File: src/rtl/aer_out_transmitter_pkg.sv
// Shared definitions for the AER output transmitter: link word width and FSM encodings.
package aer_out_transmitter_pkg;

   localparam int unsigned POST_NEUR_ADDR_WIDTH = 10;
   localparam int unsigned VIRTS_WIDTH          = 2;

   // AER word is the virts tag prepended to the neuron address
   function automatic int unsigned aer_word_width(input int unsigned addr_width);
      return VIRTS_WIDTH + addr_width;
   endfunction

   localparam int unsigned AER_OUT_WIDTH = aer_word_width(POST_NEUR_ADDR_WIDTH);

   typedef enum logic [1:0] {
      IDLE   = 2'd0,
      SETUP  = 2'd1,
      REQ_HI = 2'd2,
      REQ_LO = 2'd3
   } aerout_state_e;

endpackage

File: src/rtl/aer_out_transmitter_if.sv
// Core-side event push and off-chip AER link signals of the output transmitter.
// slave: transmitter view; master: core + receiver view.
interface aer_out_transmitter_if;
   import aer_out_transmitter_pkg::*;

   logic                            CORE_EVENT_IN;
   logic [VIRTS_WIDTH-1:0]          CORE_EVENT_VIRTS;
   logic [POST_NEUR_ADDR_WIDTH-1:0] CORE_EVENT_ADDR;
   logic                            SPI_AER_OUT_EN;
   logic                            AEROUT_ACK;
   logic                            AEROUT_REQ;
   logic [AER_OUT_WIDTH-1:0]        AEROUT_ADDR;
   logic                            AEROUT_FULL;
   logic                            AEROUT_EMPTY;
   logic                            AEROUT_DROP;
   logic                            AEROUT_TIMEOUT;

   modport slave (
      input  CORE_EVENT_IN, CORE_EVENT_VIRTS, CORE_EVENT_ADDR, SPI_AER_OUT_EN, AEROUT_ACK,
      output AEROUT_REQ, AEROUT_ADDR, AEROUT_FULL, AEROUT_EMPTY, AEROUT_DROP, AEROUT_TIMEOUT
   );

   modport master (
      output CORE_EVENT_IN, CORE_EVENT_VIRTS, CORE_EVENT_ADDR, SPI_AER_OUT_EN, AEROUT_ACK,
      input  AEROUT_REQ, AEROUT_ADDR, AEROUT_FULL, AEROUT_EMPTY, AEROUT_DROP, AEROUT_TIMEOUT
   );

endinterface

File: src/rtl/aer_out_transmitter_fifo.sv
// Event buffer: synchronous FIFO with an extra pointer bit to tell full from empty.
// Caller must not write when full (unless reading) nor read when empty.
module aer_out_transmitter_fifo #(
   parameter int unsigned WIDTH = 12,
   parameter int unsigned DEPTH = 8
) (
   input  logic             CLK,
   input  logic             RSTN,
   input  logic             wr_en,
   input  logic [WIDTH-1:0] wr_data,
   input  logic             rd_en,
   output logic [WIDTH-1:0] rd_data,
   output logic             full,
   output logic             empty
);

   localparam int unsigned PTR_W = $clog2(DEPTH);

   logic [PTR_W:0]   wr_ptr_q, rd_ptr_q;
   logic [WIDTH-1:0] mem_q [DEPTH];

   // Storage array, no reset needed: pointers define validity
   always_ff @(posedge CLK) begin
      if (wr_en) mem_q[wr_ptr_q[PTR_W-1:0]] <= wr_data;
   end

   // Read/write pointers wrap modulo 2*DEPTH
   always_ff @(posedge CLK or negedge RSTN) begin
      if (!RSTN) begin
         wr_ptr_q <= '0;
         rd_ptr_q <= '0;
      end else begin
         if (wr_en) wr_ptr_q <= wr_ptr_q + (PTR_W+1)'(1);
         if (rd_en) rd_ptr_q <= rd_ptr_q + (PTR_W+1)'(1);
      end
   end

   assign rd_data = mem_q[rd_ptr_q[PTR_W-1:0]];
   assign empty   = (wr_ptr_q == rd_ptr_q);
   assign full    = (wr_ptr_q[PTR_W] != rd_ptr_q[PTR_W]) &&
                    (wr_ptr_q[PTR_W-1:0] == rd_ptr_q[PTR_W-1:0]);

endmodule

File: src/rtl/aer_out_transmitter.sv
// AER output transmitter: buffers core spike events and serialises them over a 4-phase
// REQ/ACK link. Optional per-phase handshake timeout enabled by defining AEROUT_TIMEOUT_EN.
module aer_out_transmitter
   import aer_out_transmitter_pkg::*;
#(
   parameter int unsigned FIFO_DEPTH  = 8,
   parameter int unsigned ACK_TIMEOUT = 255
) (
   input  logic                  CLK,
   input  logic                  RSTN,
   aer_out_transmitter_if.slave  bus
);

   logic                     ack_meta_q, ack_s;
   logic                     en_meta_q, en_s;
   logic                     fifo_full, fifo_empty;
   logic [AER_OUT_WIDTH-1:0] fifo_rd_data;
   logic                     push_req, push, pop, drop_set;
   aerout_state_e            state_q, state_d;
   logic                     req_q, req_d;
   logic [AER_OUT_WIDTH-1:0] addr_q, addr_d;
   logic                     drop_q, timeout_q;
   logic                     phase_timeout, abort;

   // Two-flop synchronisers for the asynchronous ACK and enable inputs
   always_ff @(posedge CLK or negedge RSTN) begin
      if (!RSTN) begin
         ack_meta_q <= 1'b0;
         ack_s      <= 1'b0;
         en_meta_q  <= 1'b0;
         en_s       <= 1'b0;
      end else begin
         ack_meta_q <= bus.AEROUT_ACK;
         ack_s      <= ack_meta_q;
         en_meta_q  <= bus.SPI_AER_OUT_EN;
         en_s       <= en_meta_q;
      end
   end

   // A pop frees a slot in the same cycle, so a push while full is still accepted then
   assign push_req = bus.CORE_EVENT_IN & en_s;
   assign push     = push_req & (~fifo_full | pop);
   assign drop_set = push_req & fifo_full & ~pop;

   aer_out_transmitter_fifo #(
      .WIDTH (AER_OUT_WIDTH),
      .DEPTH (FIFO_DEPTH)
   ) u_fifo (
      .CLK     (CLK),
      .RSTN    (RSTN),
      .wr_en   (push),
      .wr_data ({bus.CORE_EVENT_VIRTS, bus.CORE_EVENT_ADDR}),
      .rd_en   (pop),
      .rd_data (fifo_rd_data),
      .full    (fifo_full),
      .empty   (fifo_empty)
   );

`ifdef AEROUT_TIMEOUT_EN
   localparam int unsigned CNT_WIDTH = $clog2(ACK_TIMEOUT + 1);

   logic [CNT_WIDTH-1:0] phase_cnt_q, phase_cnt_d;

   // Phase counter restarts on every state change and only runs while waiting on ACK
   always_comb begin
      phase_cnt_d = phase_cnt_q;
      if (state_d != state_q) begin
         phase_cnt_d = '0;
      end else if ((state_q == REQ_HI) || (state_q == REQ_LO)) begin
         phase_cnt_d = phase_cnt_q + CNT_WIDTH'(1);
      end
   end

   // Phase counter register
   always_ff @(posedge CLK or negedge RSTN) begin
      if (!RSTN) phase_cnt_q <= '0;
      else       phase_cnt_q <= phase_cnt_d;
   end

   assign phase_timeout = (phase_cnt_q == CNT_WIDTH'(ACK_TIMEOUT));
`else
   logic unused_ack_timeout;
   assign unused_ack_timeout = |ACK_TIMEOUT;
   assign phase_timeout      = 1'b0;
`endif

   // Abort only when the expected ACK edge has not arrived; a late ACK wins the tie
   assign abort = phase_timeout &
                  (((state_q == REQ_HI) & ~ack_s) | ((state_q == REQ_LO) & ack_s));

   // FSM state register
   always_ff @(posedge CLK or negedge RSTN) begin
      if (!RSTN) state_q <= IDLE;
      else       state_q <= state_d;
   end

   // FSM next-state logic
   always_comb begin
      state_d = state_q;
      unique case (state_q)
         IDLE:   if (!fifo_empty) state_d = SETUP;
         SETUP:  state_d = REQ_HI;
         REQ_HI: if (ack_s) state_d = REQ_LO;
                 else if (abort) state_d = IDLE;
         REQ_LO: if (!ack_s || abort) state_d = IDLE;
         default: state_d = IDLE;
      endcase
   end

   // FSM outputs: pop/latch in IDLE, REQ registered from the next state to stay glitch-free
   always_comb begin
      pop    = (state_q == IDLE) & ~fifo_empty;
      req_d  = (state_d == REQ_HI);
      addr_d = pop ? fifo_rd_data : addr_q;
   end

   // Output registers and sticky flags
   always_ff @(posedge CLK or negedge RSTN) begin
      if (!RSTN) begin
         req_q     <= 1'b0;
         addr_q    <= '0;
         drop_q    <= 1'b0;
         timeout_q <= 1'b0;
      end else begin
         req_q     <= req_d;
         addr_q    <= addr_d;
         drop_q    <= drop_q | drop_set;
         timeout_q <= timeout_q | abort;
      end
   end

   assign bus.AEROUT_REQ     = req_q;
   assign bus.AEROUT_ADDR    = addr_q;
   assign bus.AEROUT_FULL    = fifo_full;
   assign bus.AEROUT_EMPTY   = fifo_empty & (state_q == IDLE);
   assign bus.AEROUT_DROP    = drop_q;
   assign bus.AEROUT_TIMEOUT = timeout_q;

endmodule

File: src/flat_wrapper.sv
// flat-port wrapper written by rule: the top's interface ports become plain ports
module aer_out_transmitter_flat import aer_out_transmitter_pkg::*;
#(
   parameter int unsigned FIFO_DEPTH  = 8,
   parameter int unsigned ACK_TIMEOUT = 255
)
  (CLK, RSTN, bus_CORE_EVENT_IN, bus_CORE_EVENT_VIRTS, bus_CORE_EVENT_ADDR, bus_SPI_AER_OUT_EN, bus_AEROUT_ACK, bus_AEROUT_REQ, bus_AEROUT_ADDR, bus_AEROUT_FULL, bus_AEROUT_EMPTY, bus_AEROUT_DROP, bus_AEROUT_TIMEOUT);
  aer_out_transmitter_if bus_i ();
  input  logic CLK;
  input  logic RSTN;
  input wire logic [$bits(bus_i.CORE_EVENT_IN)-1:0] bus_CORE_EVENT_IN;
  input wire logic [$bits(bus_i.CORE_EVENT_VIRTS)-1:0] bus_CORE_EVENT_VIRTS;
  input wire logic [$bits(bus_i.CORE_EVENT_ADDR)-1:0] bus_CORE_EVENT_ADDR;
  input wire logic [$bits(bus_i.SPI_AER_OUT_EN)-1:0] bus_SPI_AER_OUT_EN;
  input wire logic [$bits(bus_i.AEROUT_ACK)-1:0] bus_AEROUT_ACK;
  output wire logic [$bits(bus_i.AEROUT_REQ)-1:0] bus_AEROUT_REQ;
  output wire logic [$bits(bus_i.AEROUT_ADDR)-1:0] bus_AEROUT_ADDR;
  output wire logic [$bits(bus_i.AEROUT_FULL)-1:0] bus_AEROUT_FULL;
  output wire logic [$bits(bus_i.AEROUT_EMPTY)-1:0] bus_AEROUT_EMPTY;
  output wire logic [$bits(bus_i.AEROUT_DROP)-1:0] bus_AEROUT_DROP;
  output wire logic [$bits(bus_i.AEROUT_TIMEOUT)-1:0] bus_AEROUT_TIMEOUT;
  assign bus_i.CORE_EVENT_IN = bus_CORE_EVENT_IN;
  assign bus_i.CORE_EVENT_VIRTS = bus_CORE_EVENT_VIRTS;
  assign bus_i.CORE_EVENT_ADDR = bus_CORE_EVENT_ADDR;
  assign bus_i.SPI_AER_OUT_EN = bus_SPI_AER_OUT_EN;
  assign bus_i.AEROUT_ACK = bus_AEROUT_ACK;
  assign bus_AEROUT_REQ = bus_i.AEROUT_REQ;
  assign bus_AEROUT_ADDR = bus_i.AEROUT_ADDR;
  assign bus_AEROUT_FULL = bus_i.AEROUT_FULL;
  assign bus_AEROUT_EMPTY = bus_i.AEROUT_EMPTY;
  assign bus_AEROUT_DROP = bus_i.AEROUT_DROP;
  assign bus_AEROUT_TIMEOUT = bus_i.AEROUT_TIMEOUT;
  aer_out_transmitter #(.FIFO_DEPTH(FIFO_DEPTH), .ACK_TIMEOUT(ACK_TIMEOUT)) u_core (.CLK(CLK), .RSTN(RSTN), .bus(bus_i));
endmodule
File: config.mk
export PLATFORM = sky130hd
export DESIGN_NAME = aer_out_transmitter_flat
export DESIGN_NICKNAME = d
export VERILOG_FILES = /design/src/rtl/aer_out_transmitter_pkg.sv /design/src/rtl/aer_out_transmitter_if.sv /design/src/rtl/aer_out_transmitter_fifo.sv /design/src/rtl/aer_out_transmitter.sv /design/src/flat_wrapper.sv
export SDC_FILE = /design/constraint.sdc
export NUM_CORES = 1
export LEC_CHECK = 0
export ABC_AREA = 1
export BUFFER_PORTS_ARGS = -buffer_cell sky130_fd_sc_hd__buf_2
export CORE_MARGIN = 2
export CORE_UTILIZATION = 40
export DETAILED_ROUTE_END_ITERATION = 10
export PLACE_DENSITY_LB_ADDON = 0.1
export SYNTH_ARGS = -nofsm -noshare
export SYNTH_HDL_FRONTEND = slang
export SYNTH_SLANG_ARGS = --single-unit
File: constraint.sdc
create_clock -name CLK -period 2.8 [get_ports CLK]
set_clock_uncertainty 0.2 [all_clocks]
set_input_delay 0.56 -clock CLK [delete_from_list [all_inputs] [get_ports CLK]]
set_output_delay 0.56 -clock CLK [all_outputs]
set_load 0.01 [all_outputs]
After elaboration in Yosys (flattened, before gate mapping)

Memory sizes are Yosys's and may differ from the RTL's. A register that Yosys moved wholly into a read port is not among the register bits.
Cells that the tools add are included.

Flip-flop bits (word level): 16
Latch bits: 0
Memory bits (writable): 96
ROM bits: 0
Input port bits: 17
Output and inout port bits: 17
Logic and storage cells: 39
Memories: 1

Memories:

| name                | depth | width | read ports | clocked after memory_dff | wr ports | RTL line                       | text |
|---|---|---|---|---|---|---|---|
| u_core.u_fifo.mem_q | 8     | 12    | 1          | 1                        | 1        | aer_out_transmitter_fifo.sv:20 | `logic [WIDTH-1:0] mem_q [DEPTH];` |

Add/sub/neg operators: 2
Multipliers: 0
Divide/modulo/power cells: 0
$lt $le $gt $ge: 0
Eq/ne operators: 7
Shifts and indexed selects: 0
Muxes and demuxes: 6
Bitwise gates (word level): 11
Reduce and logical (&&, ||, !) cells: 3

Operators with widths:

| kind                | count |
|---|---|
| $add 4x1->4 const B | 2 |
| $pmux 2 s4          | 1 |
| $and 1x1->1         | 6 |
| $eq 2x2->1 const B  | 3 |
| $mux 2              | 3 |
| $eq 4x4->1          | 1 |
| $eq 3x3->1          | 1 |
| $not 1->1           | 3 |
| $eq 2x1->1 const B  | 1 |
| $logic_not 2->1     | 1 |
| $mux 1              | 2 |
| $or 1x1->1          | 2 |
| $logic_and 1x1->1   | 1 |
| $logic_not 1->1     | 1 |
| $ne 1x1->1          | 1 |

Logic depth before layout (Yosys ltp)

Gate-level depths: netlist of the first run.

Word-level depth: 7
Gate-level depth with buffers: 11
Gate-level depth less buffers: 9

By module

A second synthesis of the first run with hierarchy kept.

Cells, all modules: 551
Area, all modules: 5424.0 um2

By module, submodules not included:

| module                   | times used | cells an instance | area an instance (um2) | seq. area each (um2) |
|---|---|---|---|---|
| aer_out_transmitter_fifo | 1          | 470               | 4630.7                 | 3083.0 |
| aer_out_transmitter      | 1          | 81                | 793.3                  | 500.5 |

Worst setup path before layout of the first run

No wires, ideal clock.

Kind: flip-flop to flip-flop
From: reg u_core.u_fifo.rd_ptr_q[1]
To: mem u_core.u_fifo.mem_q[0][0] (enable)
Library setup time: 380 ps
Arrival: 1621 ps
Required time: 2220 ps
Path slack: 599 ps
Cell stages (with the launch flop): 9
Buffers on the path: 1
Clock period less this slack: 2201 ps
Path through: dfrtp_1 > buf_4 > inv_2 > nand2_1 > nand2_1 > nor2_4 > nand4_2 > nand2_1 > nor2_1

Longest elaborated chain between the ends: 7
Elaborated cells on any way between the ends: 10
Those cells by class: eq/ne (2); mux (2); bitwise (5); reduce/logical (1)

RTL lines:

| what                                           | RTL line                                                       | text |
|---|---|---|
| from (decl)                                    | aer_out_transmitter_fifo.sv:19                                 | `logic [PTR_W:0] wr_ptr_q, rd_ptr_q;` |
| from (signal assigned)                         | aer_out_transmitter_fifo.sv:34                                 | `if (rd_en) rd_ptr_q <= rd_ptr_q + (PTR_W+1)'(1);` |
| $eq 4x4->1 or $eq 3x3->1 (tied branches)       | aer_out_transmitter_fifo.sv:39, aer_out_transmitter_fifo.sv:41 |  |
| $not 1->1 or $logic_and 1x1->1 (tied branches) | aer_out_transmitter.sv:112, aer_out_transmitter_fifo.sv:40     |  |
| $and 1x1->1 or $not 1->1 (tied branches)       | aer_out_transmitter.sv:112, aer_out_transmitter.sv:42          |  |
| $or 1x1->1 (*)                                 | aer_out_transmitter.sv:42                                      | `assign push = push_req & (~fifo_full \| pop);` |
| $and 1x1->1 (*)                                | aer_out_transmitter.sv:42                                      |  |
| $mux 1 (*)                                     | aer_out_transmitter_fifo.sv:24                                 | `if (wr_en) mem_q[wr_ptr_q[PTR_W-1:0]] <= wr_data;` |
| $mux 1 (implied by the code) (*)               | aer_out_transmitter_fifo.sv:24                                 |  |
| to (decl)                                      | aer_out_transmitter_fifo.sv:20                                 |  |

Mark *: on every way between the ends. The rest lies on a longest branch, timed or not.

Worst setup path in the final report of the first run

From: reg u_core.u_fifo.wr_ptr_q[0]
To: mem u_core.u_fifo.mem_q[3][1] (enable)

Longest elaborated chain between the ends: 7
Elaborated cells on any way between the ends: 10
Those cells by class: eq/ne (2); mux (2); bitwise (5); reduce/logical (1)

RTL lines:

| what                                           | RTL line                                                       | text |
|---|---|---|
| from (decl)                                    | aer_out_transmitter_fifo.sv:19                                 |  |
| from (signal assigned)                         | aer_out_transmitter_fifo.sv:33                                 | `if (wr_en) wr_ptr_q <= wr_ptr_q + (PTR_W+1)'(1);` |
| $eq 4x4->1 or $eq 3x3->1 (tied branches)       | aer_out_transmitter_fifo.sv:39, aer_out_transmitter_fifo.sv:41 |  |
| $not 1->1 or $logic_and 1x1->1 (tied branches) | aer_out_transmitter.sv:112, aer_out_transmitter_fifo.sv:40     |  |
| $and 1x1->1 or $not 1->1 (tied branches)       | aer_out_transmitter.sv:112, aer_out_transmitter.sv:42          |  |
| $or 1x1->1                                     | aer_out_transmitter.sv:42                                      |  |
| $and 1x1->1                                    | aer_out_transmitter.sv:42                                      |  |
| $mux 1                                         | aer_out_transmitter_fifo.sv:24                                 |  |
| $mux 1 (implied by the code)                   | aer_out_transmitter_fifo.sv:24                                 |  |

Several ways; a longest one is shown, not always the timed one.

==> impl_metrics.env, run 1 <==
export IMPL_async_reset_ff_frac=0.226
export IMPL_finalNetCount=529
export IMPL_worst_slew_pin_slew_ps=1100
export IMPL_fin_cells=695
export IMPL_grt_pass1_vias=3201
export IMPL_synth_top_area_cell="edfxtp_1"
export IMPL_cts_buffers=17
export IMPL_min_period_ps=2540
export IMPL_hold_viol=0
export IMPL_synth_cell_types=24
export IMPL_timing_fmax_ghz=0.394
export IMPL_synthToLayoutAreaGrowth_pct=17.7
export IMPL_syn_area_um2=5090
export IMPL_holdCritPathClass="in -> reg"
export IMPL_drt_first_pass_iters=4
export IMPL_ys_seq_area_frac=0.704
export IMPL_reg2reg_from="u_core.u_fifo.wr_ptr_q[0]$_DFFE_PN0P_"
export IMPL_worstPathRequired_ps=2630
export IMPL_dp_cells=662
export IMPL_cap_violations=0
export IMPL_drive_gt1_frac=0.151
export IMPL_synth_flop_cell="edfxtp_1"
export IMPL_synth_edf_count=96
export IMPL_hold_end="u_core.en_meta_q$_DFF_PN0_"
export IMPL_dpl_hpwl_mm=7.79
export IMPL_synthTopCellsByCount="nand2_1, edfxtp_1, nor2_1"
export IMPL_syn_nets=492
export IMPL_netlist_top_cells_area="edfxtp_1, dfrtp_1, nand2_1"
export IMPL_synth_seq_cells=124
export IMPL_cp_start_kind="flip-flop"
export IMPL_die_width_um=117
export IMPL_rsz0062_at_grt="no"
export IMPL_drc_errors=0
export IMPL_start_util=0.407
export IMPL_antenna_found_initial=0
export IMPL_grt_ovfl_total=0
export IMPL_grt_max_degree=50
export IMPL_viasPerCell=4.74
export IMPL_cts_tree="built"
export IMPL_fill_cells=1152
export IMPL_slew_violations=0
export IMPL_fp_dieH_um=117
export IMPL_fin_crit_sh=0.906
export IMPL_holdCritStartpoint="bus_SPI_AER_OUT_EN"
export IMPL_worstSetupPathType="reg -> reg"
export IMPL_final_area_um2=5990
export IMPL_postRouteAntennaNets=0
export IMPL_vdd_ir_drop_worst_mv=0.438
export IMPL_hold_depth=1
export IMPL_die_area_um2=13600
export IMPL_row_count=41
export IMPL_synth_cells=473
export IMPL_route_vias_total=3297
export IMPL_seq_area_um2=3580
export IMPL_finalWirelength_mm=11.7
export IMPL_slew_headroom=0.265
export IMPL_tns_ps=0
export IMPL_worstPathMaxFanout=12
export IMPL_path_clk_slew_ps=60
export IMPL_crit_arrival_ps=2370
export IMPL_post_cts_buffers=0
export IMPL_dpl_cell_area_um2=5400
export IMPL_grt_pass1_wl_mm=18.1
export IMPL_p_leak_nw=2.47
export IMPL_post_synth_top_count_cell="nand2_1"
export IMPL_wl_per_cell_um=16.9
export IMPL_power_density_nw_per_um2=1080
export IMPL_cts_max_level=4
export IMPL_num_antenna_cells=0
export IMPL_reg2reg_depth=7
export IMPL_gp_congestion=0.857
export IMPL_r2r_slack_ps=260
export IMPL_critPathCaptureType="flip-flop"
export IMPL_io_buffer_count=32
export IMPL_rr_endpoint="u_core.u_fifo.mem_q[3][1]$_DFFE_PP_"
export IMPL_multi_input_area_um2=1320
export IMPL_setup_viol_count_final=0
export IMPL_core_um2=12500
export IMPL_pin_count=34
export IMPL_synth_warnings=0
export IMPL_grt_usage=0.187
export IMPL_synth_area_per_cell_um2=10.8
export IMPL_numClockSinks=124
export IMPL_clkLatencyLatePin_ps=410
export IMPL_synth_top_area_frac=0.567
export IMPL_clk_path_buf_depth=2
export IMPL_root_buffer="clkbuf_16"
export IMPL_status="finished clean"
export IMPL_drt_iter0_markers=286
logic make-up (layout without fill, tap and decap cells):
group / Yosys count / count (layout) / synth area share
flops: 124 / 124 / 0.704
other cells: 1 / 1 / 0.000737
compound gates: 50 / 50 / 0.0497
xor+xnor: 5 / 5 / 0.00861
fa+ha+maj: 2 / 2 / 0.00492
buf+inv: 37 / 87 / 0.0359
simple gates: 254 / 254 / 0.196
worst max-delay path, stage by stage, from the launching register on:
cell     delay [ps]
dfrtp_1         450
inv_1           150
nand2_1          60
nand2_1         110
nor2_4           50
nand4_2          80
nand2_1         170
nor2_1          870
sequential cells by signal, summed over array words and instances, names as in the netlist:
name / cells
u_core.ack_meta_q: 1
u_core.ack_s: 1
u_core.bus.AEROUT_ADDR: 12
u_core.bus.AEROUT_DROP: 1
u_core.bus.AEROUT_REQ: 1
u_core.en_meta_q: 1
u_core.en_s: 1
u_core.state_q: 2
u_core.u_fifo.mem_q: 96
u_core.u_fifo.rd_ptr_q: 4
u_core.u_fifo.wr_ptr_q: 4
how the worst max path moves through the flow:
stage,startpoint,endpoint,slack [ps],depth (start not counted)
floorplan,u_core.u_fifo.rd_ptr_q[1]$_DFFE_PN0P_,u_core.u_fifo.mem_q[0][0]$_DFFE_PP_,600,8
global placement,bus_CORE_EVENT_IN,u_core.u_fifo.mem_q[0][5]$_DFFE_PP_,300,5
detailed placement,u_core.u_fifo.wr_ptr_q[0]$_DFFE_PN0P_,u_core.u_fifo.mem_q[3][5]$_DFFE_PP_,250,7
CTS,u_core.u_fifo.wr_ptr_q[0]$_DFFE_PN0P_,u_core.u_fifo.mem_q[3][6]$_DFFE_PP_,240,7
global route,u_core.u_fifo.wr_ptr_q[1]$_DFFE_PN0P_,u_core.u_fifo.mem_q[0][5]$_DFFE_PP_,90,7
finish,u_core.u_fifo.wr_ptr_q[0]$_DFFE_PN0P_,u_core.u_fifo.mem_q[3][1]$_DFFE_PP_,260,7
metrics by stage:
step | hold slack, ps | utilization | power [W] | setup slack [ps]
after floorplan | 64.4 | - | 0.00376 | 599
after global placement | 135 | 0.431 | 0.00434 | 303
after detailed placement | 136 | 0.431 | 0.00435 | 251
after CTS | 38.3 | 0.479 | 0.00652 | 238
after global routing | 35.3 | 0.479 | 0.00689 | 85.0
final | 54.6 | 0.479 | 0.00646 | 263
final cells by class:
cell class              instances  area share
flip-flops and latches        124       0.598
multi-input cells             312       0.221
clock buffers                  18      0.0717
repair buffers                 42      0.0397
well taps                     172      0.0359
clock inverters                14      0.0255
inverters                      13     0.00815
layer usage:
layer  vias to the layer above  global-route usage  wire length [µm]
met1                      1570               0.251              5500
met2                        79               0.275              5240
met5                         -                   0                 0
met4                         0              0.0831               245
li1                       1632                   -                 -
met3                        16              0.0675               742
report_power, final:
group	internal (W)	total (W)	switching, W	leakage, nW
clock	0.00138	0.00216	0.000775	0.276
combinational	0.000587	0.00191	0.00133	0.980
sequential	0.00225	0.00239	0.000137	1.21
repair_timing:
item                       4_1_cts  5_1_grt
resized for setup                0        0
hold endpoints to repair        28        0
hold buffers                     1        0
setup endpoints to repair        0        0
cells in the final DEF, fill, tap and decap left out:
cell	synthesis	routed
inv_1	10	10
clkinv_1	0	2
or2_2	1	1
xor2_1	2	2
inv_2	3	3
dfrtp_1	28	28
nand3_1	7	7
buf_4	4	9
o21ai_0	49	49
ha_1	2	2
conb_1	1	1
nand3_2	2	2
nor2_4	1	1
nand2_2	1	1
clkbuf_1	6	1
nand4_2	1	1
clkinv_2	0	5
buf_2	11	32
edfxtp_1	96	96
nand2_1	168	168
clkbuf_16	0	17
o21bai_1	1	1
dlygate4sd3_1	0	1
nor3_1	1	1
clkinvlp_4	0	4
xnor2_1	3	3
bufinv_16	0	3
nor2_1	72	72
No activity file was read; power rests on OpenSTA's default activity.
==> inputs of run 2 (changes only) <==
Settings changed: BUFFER_PORTS_ARGS -buffer_cell sky130_fd_sc_hd__buf_2 to default, DONT_BUFFER_PORTS from default to 1, SETUP_SLACK_MARGIN from default to 0.05.
==> impl_metrics.env, run 2 (same netlist as run 1, synthesis figures left out) <==
export IMPL_status="finished clean"
export IMPL_fin_crit_sh=0.909
export IMPL_antenna_found_initial=0
export IMPL_worstPathMaxFanout=12
export IMPL_io_buffer_count=0
export IMPL_layout_cells_most_common="nand2_1"
export IMPL_postRouteAntennaNets=0
export IMPL_pwr_share_seq=0.402
export IMPL_pre_cts_slack_ps=228
export IMPL_post_cts_buffers=0
export IMPL_route_vias_total=3215
export IMPL_cp_start_kind="flip-flop"
export IMPL_vdd_ir_drop_worst_mv=0.388
export IMPL_p_comb_frac=0.283
export IMPL_cap_violations=0
export IMPL_die_area_um2=13600
export IMPL_p_int_w=0.00395
export IMPL_tns_ps=0
export IMPL_worstSetupPathType="reg -> reg"
export IMPL_cts_buffers=17
export IMPL_holdCritPathClass="in -> reg"
export IMPL_largest_reg_flops=96
export IMPL_rsz0062_at_grt="no"
export IMPL_dp_cells=630
export IMPL_hold_viol=0
export IMPL_num_antenna_cells=0
export IMPL_grt_ovfl_total=0
export IMPL_final_area_um2=5800
export IMPL_pin_count=34
export IMPL_finalWirelength_mm=11.6
export IMPL_synthToLayoutAreaGrowth_pct=14.0
export IMPL_p_clk_frac=0.315
export IMPL_numClockSinks=124
export IMPL_slew_headroom=0.270
export IMPL_core_um2=12500
export IMPL_drive_gt1_frac=0.0872
export IMPL_clk_path_buf_depth=2
export IMPL_drc_errors=0
export IMPL_fin_cells=665
export IMPL_critPathCaptureType="flip-flop"
export IMPL_final_util=0.464
export IMPL_dpl_cell_area_um2=5240
export IMPL_crit_arrival_ps=2380
export IMPL_cts_tree="built"
export IMPL_row_count=41
export IMPL_dpl_hpwl_mm=7.57
export IMPL_setup_viol_count_final=0
export IMPL_p_leak_nw=2.33
export IMPL_finalNetCount=500
export IMPL_power_density_nw_per_um2=1050
export IMPL_finalWorstSetupSlack_ps=255
export IMPL_path_clk_slew_ps=50
export IMPL_grt_pass1_wl_mm=18.2
export IMPL_start_util=0.407
export IMPL_worst_slew_pin_slew_ps=1090
export IMPL_p_sw_frac=0.353
export IMPL_timing_fmax_ghz=0.393
export IMPL_slew_violations=0
export IMPL_final_cell_mix="nand2_1, edfxtp_1, nor2_1"
export IMPL_wl_per_cell_um=17.5
export IMPL_gp_congestion=0.888
export IMPL_viasPerCell=4.83
export IMPL_min_period_ps=2540
export IMPL_clkLatencyLatePin_ps=430
export IMPL_drt_first_pass_iters=4
export IMPL_cts_max_level=4
export IMPL_root_buffer="clkbuf_16"
export IMPL_fp_dieH_um=117
export IMPL_die_width_um=117
export IMPL_grt_usage=0.190
export IMPL_grt_pass1_vias=3136
export IMPL_drt_iter0_markers=294
export IMPL_worstPathRequired_ps=2640
export IMPL_p_switching_w=0.00216
export IMPL_grt_max_degree=52
==> run 2: worst max-delay path, stage by stage, from the launching register on <==
cell and delay (ps):
dfrtp_1 450, inv_1 130, nand2_1 60, nand2_1 120, nor2_4 60, nand4_2 90
nand2_1 200, nor2_1 850
==> run 2: final timing paths <==
check / start / endpoint / slack, ps / cells after the start
worst max-delay path: u_core.u_fifo.wr_ptr_q[1]$_DFFE_PN0P_ / u_core.u_fifo.mem_q[3][1]$_DFFE_PP_ / 260 / 7
worst min-delay path: bus_CORE_EVENT_ADDR[2] / u_core.u_fifo.mem_q[0][2]$_DFFE_PP_ / 30 / 0
worst max register to register: u_core.u_fifo.wr_ptr_q[1]$_DFFE_PN0P_ / u_core.u_fifo.mem_q[3][1]$_DFFE_PP_ / 260 / 7
worst min register to register: u_core.en_meta_q$_DFF_PN0_ / u_core.en_s$_DFF_PN0_ / 150 / 0
max in group asynchronous: RSTN / u_core.u_fifo.wr_ptr_q[1]$_DFFE_PN0P_ / 1830 / 2
min in group asynchronous: RSTN / u_core.u_fifo.wr_ptr_q[0]$_DFFE_PN0P_ / 400 / 2
==> run 2: power by group through the flow <==
stage	clock network, W	logic [W]	registers (W)
global route	0.00204	0.00200	0.00249
CTS	0.00196	0.00176	0.00246
detailed placement	0	0.00173	0.00250
global placement	0	0.00175	0.00248
floorplan	0	0.00133	0.00243
finish	0.00193	0.00173	0.00246
==> run 2: cell type report <==
| cell class | instances | area [µm²] |
|---|---|---|
| Clock inverter | 13 | 83.8 |
| Timing Repair Buffer | 13 | 118 |
| Multi-Input combinational cell | 312 | 1330 |
| Tap cell | 172 | 215 |
| Fill cell | 1196 | 6710 |
| Clock buffer | 18 | 429 |
| Sequential cell | 124 | 3580 |
| Inverter | 13 | 48.8 |
==> run 2: timing repair <==
action	4_1_cts	5_1_grt
endpoints found under the setup margin	0	12
endpoints found under the hold margin	30	0
hold buffers	4	0
resized for setup	0	1
==> run 2: through the flow <==
step / hold slack, ps / power (W)
after detailed placement: 65.2 / 0.00423
after global routing: 14.8 / 0.00654
final: 27.7 / 0.00611
after global placement: 65.0 / 0.00424
after floorplan: 64.4 / 0.00376
after CTS: 18.7 / 0.00619
==> run 2: metal layers <==
layer | wire, µm | vias up | track usage
met5 | 0 | - | 0
met4 | 216 | 0 | 0.0784
met3 | 648 | 12 | 0.0546
met2 | 5430 | 78 | 0.285
met1 | 5340 | 1554 | 0.260
li1 | - | 1571 | -
